File: src/rtl/decoder_stream_onehot_pkg.sv
// Shared types and constants for the flow-controlled one-hot decoder.
// The optional error counter is enabled by DECODER_STREAM_ERR_CNT_EN.
package decoder_stream_pkg;

  localparam int ERR_CNT_W = 8;

  typedef enum logic [1:0] {
    EMPTY = 2'd0,
    ONE   = 2'd1,
    TWO   = 2'd2
  } occ_state_t;

  // Saturating increment: the count sticks at all-ones instead of wrapping.
  function automatic logic [ERR_CNT_W-1:0] sat_inc(input logic [ERR_CNT_W-1:0] val);
    logic [ERR_CNT_W-1:0] res;
    if (val == {ERR_CNT_W{1'b1}}) begin
      res = val;
    end else begin
      res = val + ERR_CNT_W'(1);
    end
    return res;
  endfunction

endpackage

File: src/rtl/decoder_stream_onehot_if.sv
// Stream bundle for the one-hot decoder: index input side and decoded output side.
// The slave modport is the decoder; the master modport is the surrounding logic.
interface decoder_stream_onehot_if #(
  parameter int OUT_WIDTH = 8
);
  localparam int IN_WIDTH = $clog2(OUT_WIDTH);

  logic                 in_valid;
  logic [IN_WIDTH-1:0]  in_idx;
  logic                 in_ready;
  logic                 out_valid;
  logic [OUT_WIDTH-1:0] out_onehot;
  logic                 out_err;
  logic                 out_ready;

  modport slave (
    input  in_valid, in_idx, out_ready,
    output in_ready, out_valid, out_onehot, out_err
  );

  modport master (
    output in_valid, in_idx, out_ready,
    input  in_ready, out_valid, out_onehot, out_err
  );

endinterface

File: src/rtl/decoder_stream_onehot_decode.sv
// Combinational binary-to-one-hot mapping with out-of-range detection.
// Indices at or above OUT_WIDTH give an all-zero word and err=1.
module onehot_decode #(
  parameter int OUT_WIDTH = 8,
  parameter int IN_WIDTH  = $clog2(OUT_WIDTH)
) (
  input  logic [IN_WIDTH-1:0]  idx,
  output logic [OUT_WIDTH-1:0] onehot,
  output logic                 err
);

  // One extra bit so OUT_WIDTH itself is representable for power-of-two widths.
  localparam logic [IN_WIDTH:0] LIMIT = OUT_WIDTH[IN_WIDTH:0];

  for (genvar g = 0; g < OUT_WIDTH; g++) begin : g_bit
    assign onehot[g] = (idx == IN_WIDTH'(g));
  end

  assign err = ({1'b0, idx} >= LIMIT);

endmodule

File: src/rtl/decoder_stream_onehot.sv
// Registered one-hot decoder with a two-entry skid buffer (head + skid) on a valid/ready stream.
// Define DECODER_STREAM_ERR_CNT_EN to add the saturating err_cnt output.
module decoder_stream_onehot
  import decoder_stream_pkg::*;
#(
  parameter int OUT_WIDTH = 8,
  parameter int IN_WIDTH  = $clog2(OUT_WIDTH)
) (
  input  logic                 clk,
  input  logic                 rst_n,
  decoder_stream_onehot_if.slave bus
`ifdef DECODER_STREAM_ERR_CNT_EN
  ,
  output logic [ERR_CNT_W-1:0] err_cnt
`endif
);

  typedef struct packed {
    logic                 err;
    logic [OUT_WIDTH-1:0] onehot;
  } entry_t;

  occ_state_t state_r, state_s;
  entry_t     head_r, head_s;
  entry_t     skid_r, skid_s;
  entry_t     dec_s;
  logic       in_ready_r;
  logic       out_valid_r;
  logic       in_fire_s;
  logic       out_fire_s;

  onehot_decode #(
    .OUT_WIDTH (OUT_WIDTH),
    .IN_WIDTH  (IN_WIDTH)
  ) u_decode (
    .idx    (bus.in_idx),
    .onehot (dec_s.onehot),
    .err    (dec_s.err)
  );

  assign in_fire_s  = bus.in_valid & in_ready_r;
  assign out_fire_s = out_valid_r & bus.out_ready;

  // Occupancy next-state and buffer movement.
  always_comb begin
    state_s = state_r;
    head_s  = head_r;
    skid_s  = skid_r;
    case (state_r)
      EMPTY: begin
        if (in_fire_s) begin
          head_s  = dec_s;
          state_s = ONE;
        end else begin
          state_s = EMPTY;
        end
      end
      ONE: begin
        case ({in_fire_s, out_fire_s})
          2'b10: begin
            skid_s  = dec_s;
            state_s = TWO;
          end
          2'b01: state_s = EMPTY;
          2'b11: head_s  = dec_s;
          default: state_s = ONE;
        endcase
      end
      TWO: begin
        if (out_fire_s) begin
          head_s  = skid_r;
          state_s = ONE;
        end else begin
          state_s = TWO;
        end
      end
      default: state_s = EMPTY;
    endcase
  end

  // State, buffer and handshake-flag registers; flags come from the next state.
  always_ff @(posedge clk or negedge rst_n) begin
    if (!rst_n) begin
      state_r     <= EMPTY;
      head_r      <= '0;
      skid_r      <= '0;
      in_ready_r  <= 1'b1;
      out_valid_r <= 1'b0;
    end else begin
      state_r     <= state_s;
      head_r      <= head_s;
      skid_r      <= skid_s;
      in_ready_r  <= (state_s != TWO);
      out_valid_r <= (state_s != EMPTY);
    end
  end

  assign bus.in_ready   = in_ready_r;
  assign bus.out_valid  = out_valid_r;
  assign bus.out_onehot = head_r.onehot;
  assign bus.out_err    = head_r.err;

`ifdef DECODER_STREAM_ERR_CNT_EN
  logic [ERR_CNT_W-1:0] err_cnt_r;

  // Errors are counted as they leave, so stalled words are not yet counted.
  always_ff @(posedge clk or negedge rst_n) begin
    if (!rst_n) begin
      err_cnt_r <= '0;
    end else if (out_fire_s && head_r.err) begin
      err_cnt_r <= sat_inc(err_cnt_r);
    end else begin
      err_cnt_r <= err_cnt_r;
    end
  end

  assign err_cnt = err_cnt_r;
`endif

endmodule

File: src/flat_wrapper.sv
// flat-port wrapper written by rule: the top's interface ports become plain ports
module decoder_stream_onehot_flat import decoder_stream_pkg::*;
#(
  parameter int OUT_WIDTH = 8,
  parameter int IN_WIDTH  = $clog2(OUT_WIDTH)
)
  (clk, rst_n, bus_in_valid, bus_in_idx, bus_out_ready, bus_in_ready, bus_out_valid, bus_out_onehot, bus_out_err);
  decoder_stream_onehot_if #(.OUT_WIDTH(OUT_WIDTH)) bus_i ();
  input  logic clk;
  input  logic rst_n;
  input wire logic [$bits(bus_i.in_valid)-1:0] bus_in_valid;
  input wire logic [$bits(bus_i.in_idx)-1:0] bus_in_idx;
  input wire logic [$bits(bus_i.out_ready)-1:0] bus_out_ready;
  output wire logic [$bits(bus_i.in_ready)-1:0] bus_in_ready;
  output wire logic [$bits(bus_i.out_valid)-1:0] bus_out_valid;
  output wire logic [$bits(bus_i.out_onehot)-1:0] bus_out_onehot;
  output wire logic [$bits(bus_i.out_err)-1:0] bus_out_err;
  assign bus_i.in_valid = bus_in_valid;
  assign bus_i.in_idx = bus_in_idx;
  assign bus_i.out_ready = bus_out_ready;
  assign bus_in_ready = bus_i.in_ready;
  assign bus_out_valid = bus_i.out_valid;
  assign bus_out_onehot = bus_i.out_onehot;
  assign bus_out_err = bus_i.out_err;
  decoder_stream_onehot #(.OUT_WIDTH(OUT_WIDTH), .IN_WIDTH(IN_WIDTH)) u_core (.clk(clk), .rst_n(rst_n), .bus(bus_i));
endmodule
File: config.mk
export PLATFORM = sky130hd
export DESIGN_NAME = decoder_stream_onehot_flat
export DESIGN_NICKNAME = d
export VERILOG_FILES = /design/src/rtl/decoder_stream_onehot_pkg.sv /design/src/rtl/decoder_stream_onehot_if.sv /design/src/rtl/decoder_stream_onehot_decode.sv /design/src/rtl/decoder_stream_onehot.sv /design/src/flat_wrapper.sv
export SDC_FILE = /design/constraint.sdc
export NUM_CORES = 1
export LEC_CHECK = 0
export ABC_AREA = 1
export CORE_AREA = 4 4 63 65
export CTS_BUF_LIST = sky130_fd_sc_hd__clkbuf_4 sky130_fd_sc_hd__clkbuf_8 sky130_fd_sc_hd__clkbuf_16
export CTS_CLUSTER_SIZE = 25
export DETAILED_ROUTE_END_ITERATION = 12
export DIE_AREA = 0 0 67 69
export DONT_BUFFER_PORTS = 1
export HOLD_SLACK_MARGIN = 0.15
export MAX_ROUTING_LAYER = met4
export PLACE_DENSITY = 0.48
export SYNTH_ARGS = -nofsm -noshare
export SYNTH_HDL_FRONTEND = slang
export SYNTH_SLANG_ARGS = --single-unit
File: constraint.sdc
create_clock -name clk -period 1.2 [get_ports clk]
set_input_delay 0.3 -clock clk [delete_from_list [all_inputs] [get_ports clk]]
set_output_delay 0.3 -clock clk [all_outputs]
set_load 0.1 [all_outputs]
==> results.md <==
- Period utilisation layout: 1.18
- Largest net degree at the start of global routing: 21
- Longest Clk Path Bufs: 2
- Unrepaired setup endpoints after global routing: yes
- Synth Instances: 127
- Die H: 69 um
- Worst-Margin Slew: 0.924 ns
- Antenna viol nets, final: 0
- Commonest non-fill, non-tap cell in the layout: nand2_1
- Ant diodes: 0
- Skew final: 0.00528 ns
- Clk root buf: clkbuf_4
- Crit Path Category: reg2out
- Top Ports: 18
- Mapped Nets: 134
- Hpwl dp: 1.53 mm
- Hold slack: 0.185 ns
- CTS Sinks: 20
- Final Max Slew Viols: 0
- Synth Register Bits: 20
- I/O Buffers: 0
- Iteration-0 DRC Markers: 41
- Min cycle time layout: 1.42 ns
- CP max-delay cell: dfstp_4
- Max FO, Critical Path: 2
- CP max stage delay: 0.65 ns
- Max Cap Viol: 0
- Synth area leaders: dfrtp_1 48%, nand2_1 23%, o21ai_2 6.2%
- Placer Congestion: 0.725
- GRT busiest layer: met2
- Die width: 67 um
- Final WL: 2.28 mm
- Initial antenna violation count: 0
- FF-to-FF Start: u_core.bus.in_ready$_DFF_PN1_
- Failing checks: negative setup slack
- Netlist cell types: 16
- Share of the synthesized area in the top cell type: 0.478
- Vias in the first global route: 876
- Status: finished with violations
- Required @ worst endpoint: 0.90 ns
- Core Box Area: 3340 sq um
- First-pass GRT wire length: 3.91 mm
- CP arrival: 1.12 ns
- Area added between synthesis and finish: 45.5%
- Drt pass-1 iters: 4
- GRT met3 Usage: 0.0244
- H-tree Lvls: 1
- DRC violations left: 0
- Reg2Reg Capture Point: u_core.skid_r[1]$_DFFE_PN0P_
- Total congestion overflow: 0
- Number of buffers created by CTS: 3
- Met2 Resource Use GR: 0.165
- Layout cell share with drive strength beyond 1: 0.369
- Die Footprint: 4620 sq um
- Final worst slack: -0.220 ns
- Final setup fails: 24
- Layout Nets: 157
- R2R setup slack: -0.17 ns
- Delay-heaviest family, CP: flip-flops
- Startpoint Class: flop
- Worst path buffer plus inverter count: 1
- Vias: 859
- Final hold violations: 0
- DR vias/cell: 4.41
- Cell Rows: 21
- Cell taking the most area after synthesis: dfrtp_1
- Crit end category: primary output
- Fillers: 342
- CTS tree: done
- Commonest non-fill, non-tap cells in the layout: 51 x nand2_1, 18 x dfrtp_1, 11 x nand2_2
- Slew HR: 0.384
- Warnings from Yosys: 0
- Cells along the critical path: buf_12
- Post-Syn Area: 995 sq um
- DR WL/cell: 11.7 um
- Hold Crit Class: in2async
- R2R depth: 6
- Met1 GRT Util: 0.143
- Syn_area_per_cell: 7.83 sq um
- GRT Total Usage: 0.112
- Clock transition at path regs: 0.11 ns
- Later-pin clock latency in the skew report: 0.30 ns
- Initial Util: 0.298
- Maximum clock frequency: 704 MHz
- Seq/Total Area, Yosys: 0.504
==> logic make-up (layout without fill, tap and decap cells) <==
| group | Yosys count | after routing | share of synthesized area |
|---|---|---|---|
| other cells | 1 | 1 | 0.00377 |
| flops | 20 | 20 | 0.504 |
| simple gates | 86 | 88 | 0.366 |
| buf+inv | 11 | 31 | 0.0541 |
| compound gates | 9 | 9 | 0.0717 |
==> synth_stat cells <==
library cell   n
nor2_1         9
dfrtp_1       19
inv_1          6
buf_6          1
buf_4          1
dfstp_2        1
nand2_1       62
nand3_2        1
nand3_1        8
inv_2          2
nor2_4         2
o21ai_2        7
nand2_2        4
buf_2          1
conb_1         1
o21ai_0        2
==> sequential cells by signal (all words and copies together), names as in the netlist <==
| name | flops |
|---|---|
| u_core.bus.in_ready | 1 |
| u_core.skid_r | 8 |
| u_core.bus.out_onehot | 8 |
| u_core.state_r | 2 |
| u_core.bus.out_valid | 1 |
==> what timing repair did <==
action	CTS	global route
endpoints found under the hold margin	23	0
buffers inserted	2	1
endpoints found under the setup margin	26	49
gates cloned	1	1
gates resized for setup	23	19
hold buffers	2	0
pin swaps	12	13
==> cell type report <==
type	instances	area, sq um	area share
inverters	8	30.0	0.0207
repair buffers	19	263	0.182
multi-input cells	98	558	0.385
well taps	46	57.6	0.0398
flip-flops and latches	20	509	0.352
clock buffers	4	30.0	0.0207
==> routing by layer <==
metal,vias to the layer above,wire [um]
met5,-,0
met4,0,45
met3,5,152
met2,26,1000
met1,390,1080
li1,438,-
==> how the worst max path moves through the flow <==
| stage | startpoint | end | slack (ns) | cells past startpoint |
|---|---|---|---|---|
| finish | u_core.bus.in_ready$_DFF_PN1_ | bus_in_ready | -0.22 | 1 |
| floorplan | u_core.bus.in_ready$_DFF_PN1_ | u_core.skid_r[1]$_DFFE_PN0P_ | -0.23 | 6 |
| global placement | u_core.bus.in_ready$_DFF_PN1_ | u_core.skid_r[2]$_DFFE_PN0P_ | -0.05 | 5 |
| global route | u_core.bus.in_ready$_DFF_PN1_ | bus_in_ready | -0.26 | 1 |
| detailed placement | u_core.bus.in_ready$_DFF_PN1_ | u_core.skid_r[1]$_DFFE_PN0P_ | -0.08 | 5 |
| CTS | u_core.bus.in_ready$_DFF_PN1_ | bus_in_ready | -0.24 | 1 |
==> metrics by stage <==
stage | util | area (sq um) | setup WS [ns] | cells | TNS (ns)
final | 0.434 | 1450 | -0.220 | 195 | -2.88
after CTS | 0.407 | 1360 | -0.235 | 193 | -3.34
after global placement | 0.360 | 1200 | -0.0508 | 184 | -0.552
after detailed placement | 0.360 | 1200 | -0.0774 | 184 | -0.938
after global routing | 0.434 | 1450 | -0.261 | 195 | -4.60
after floorplan | - | 1020 | -0.226 | 127 | -3.17
Power is left out: the tool's default activity adds up to more than one toggle a clock period on the data nets, which glitch-free logic cannot reach.
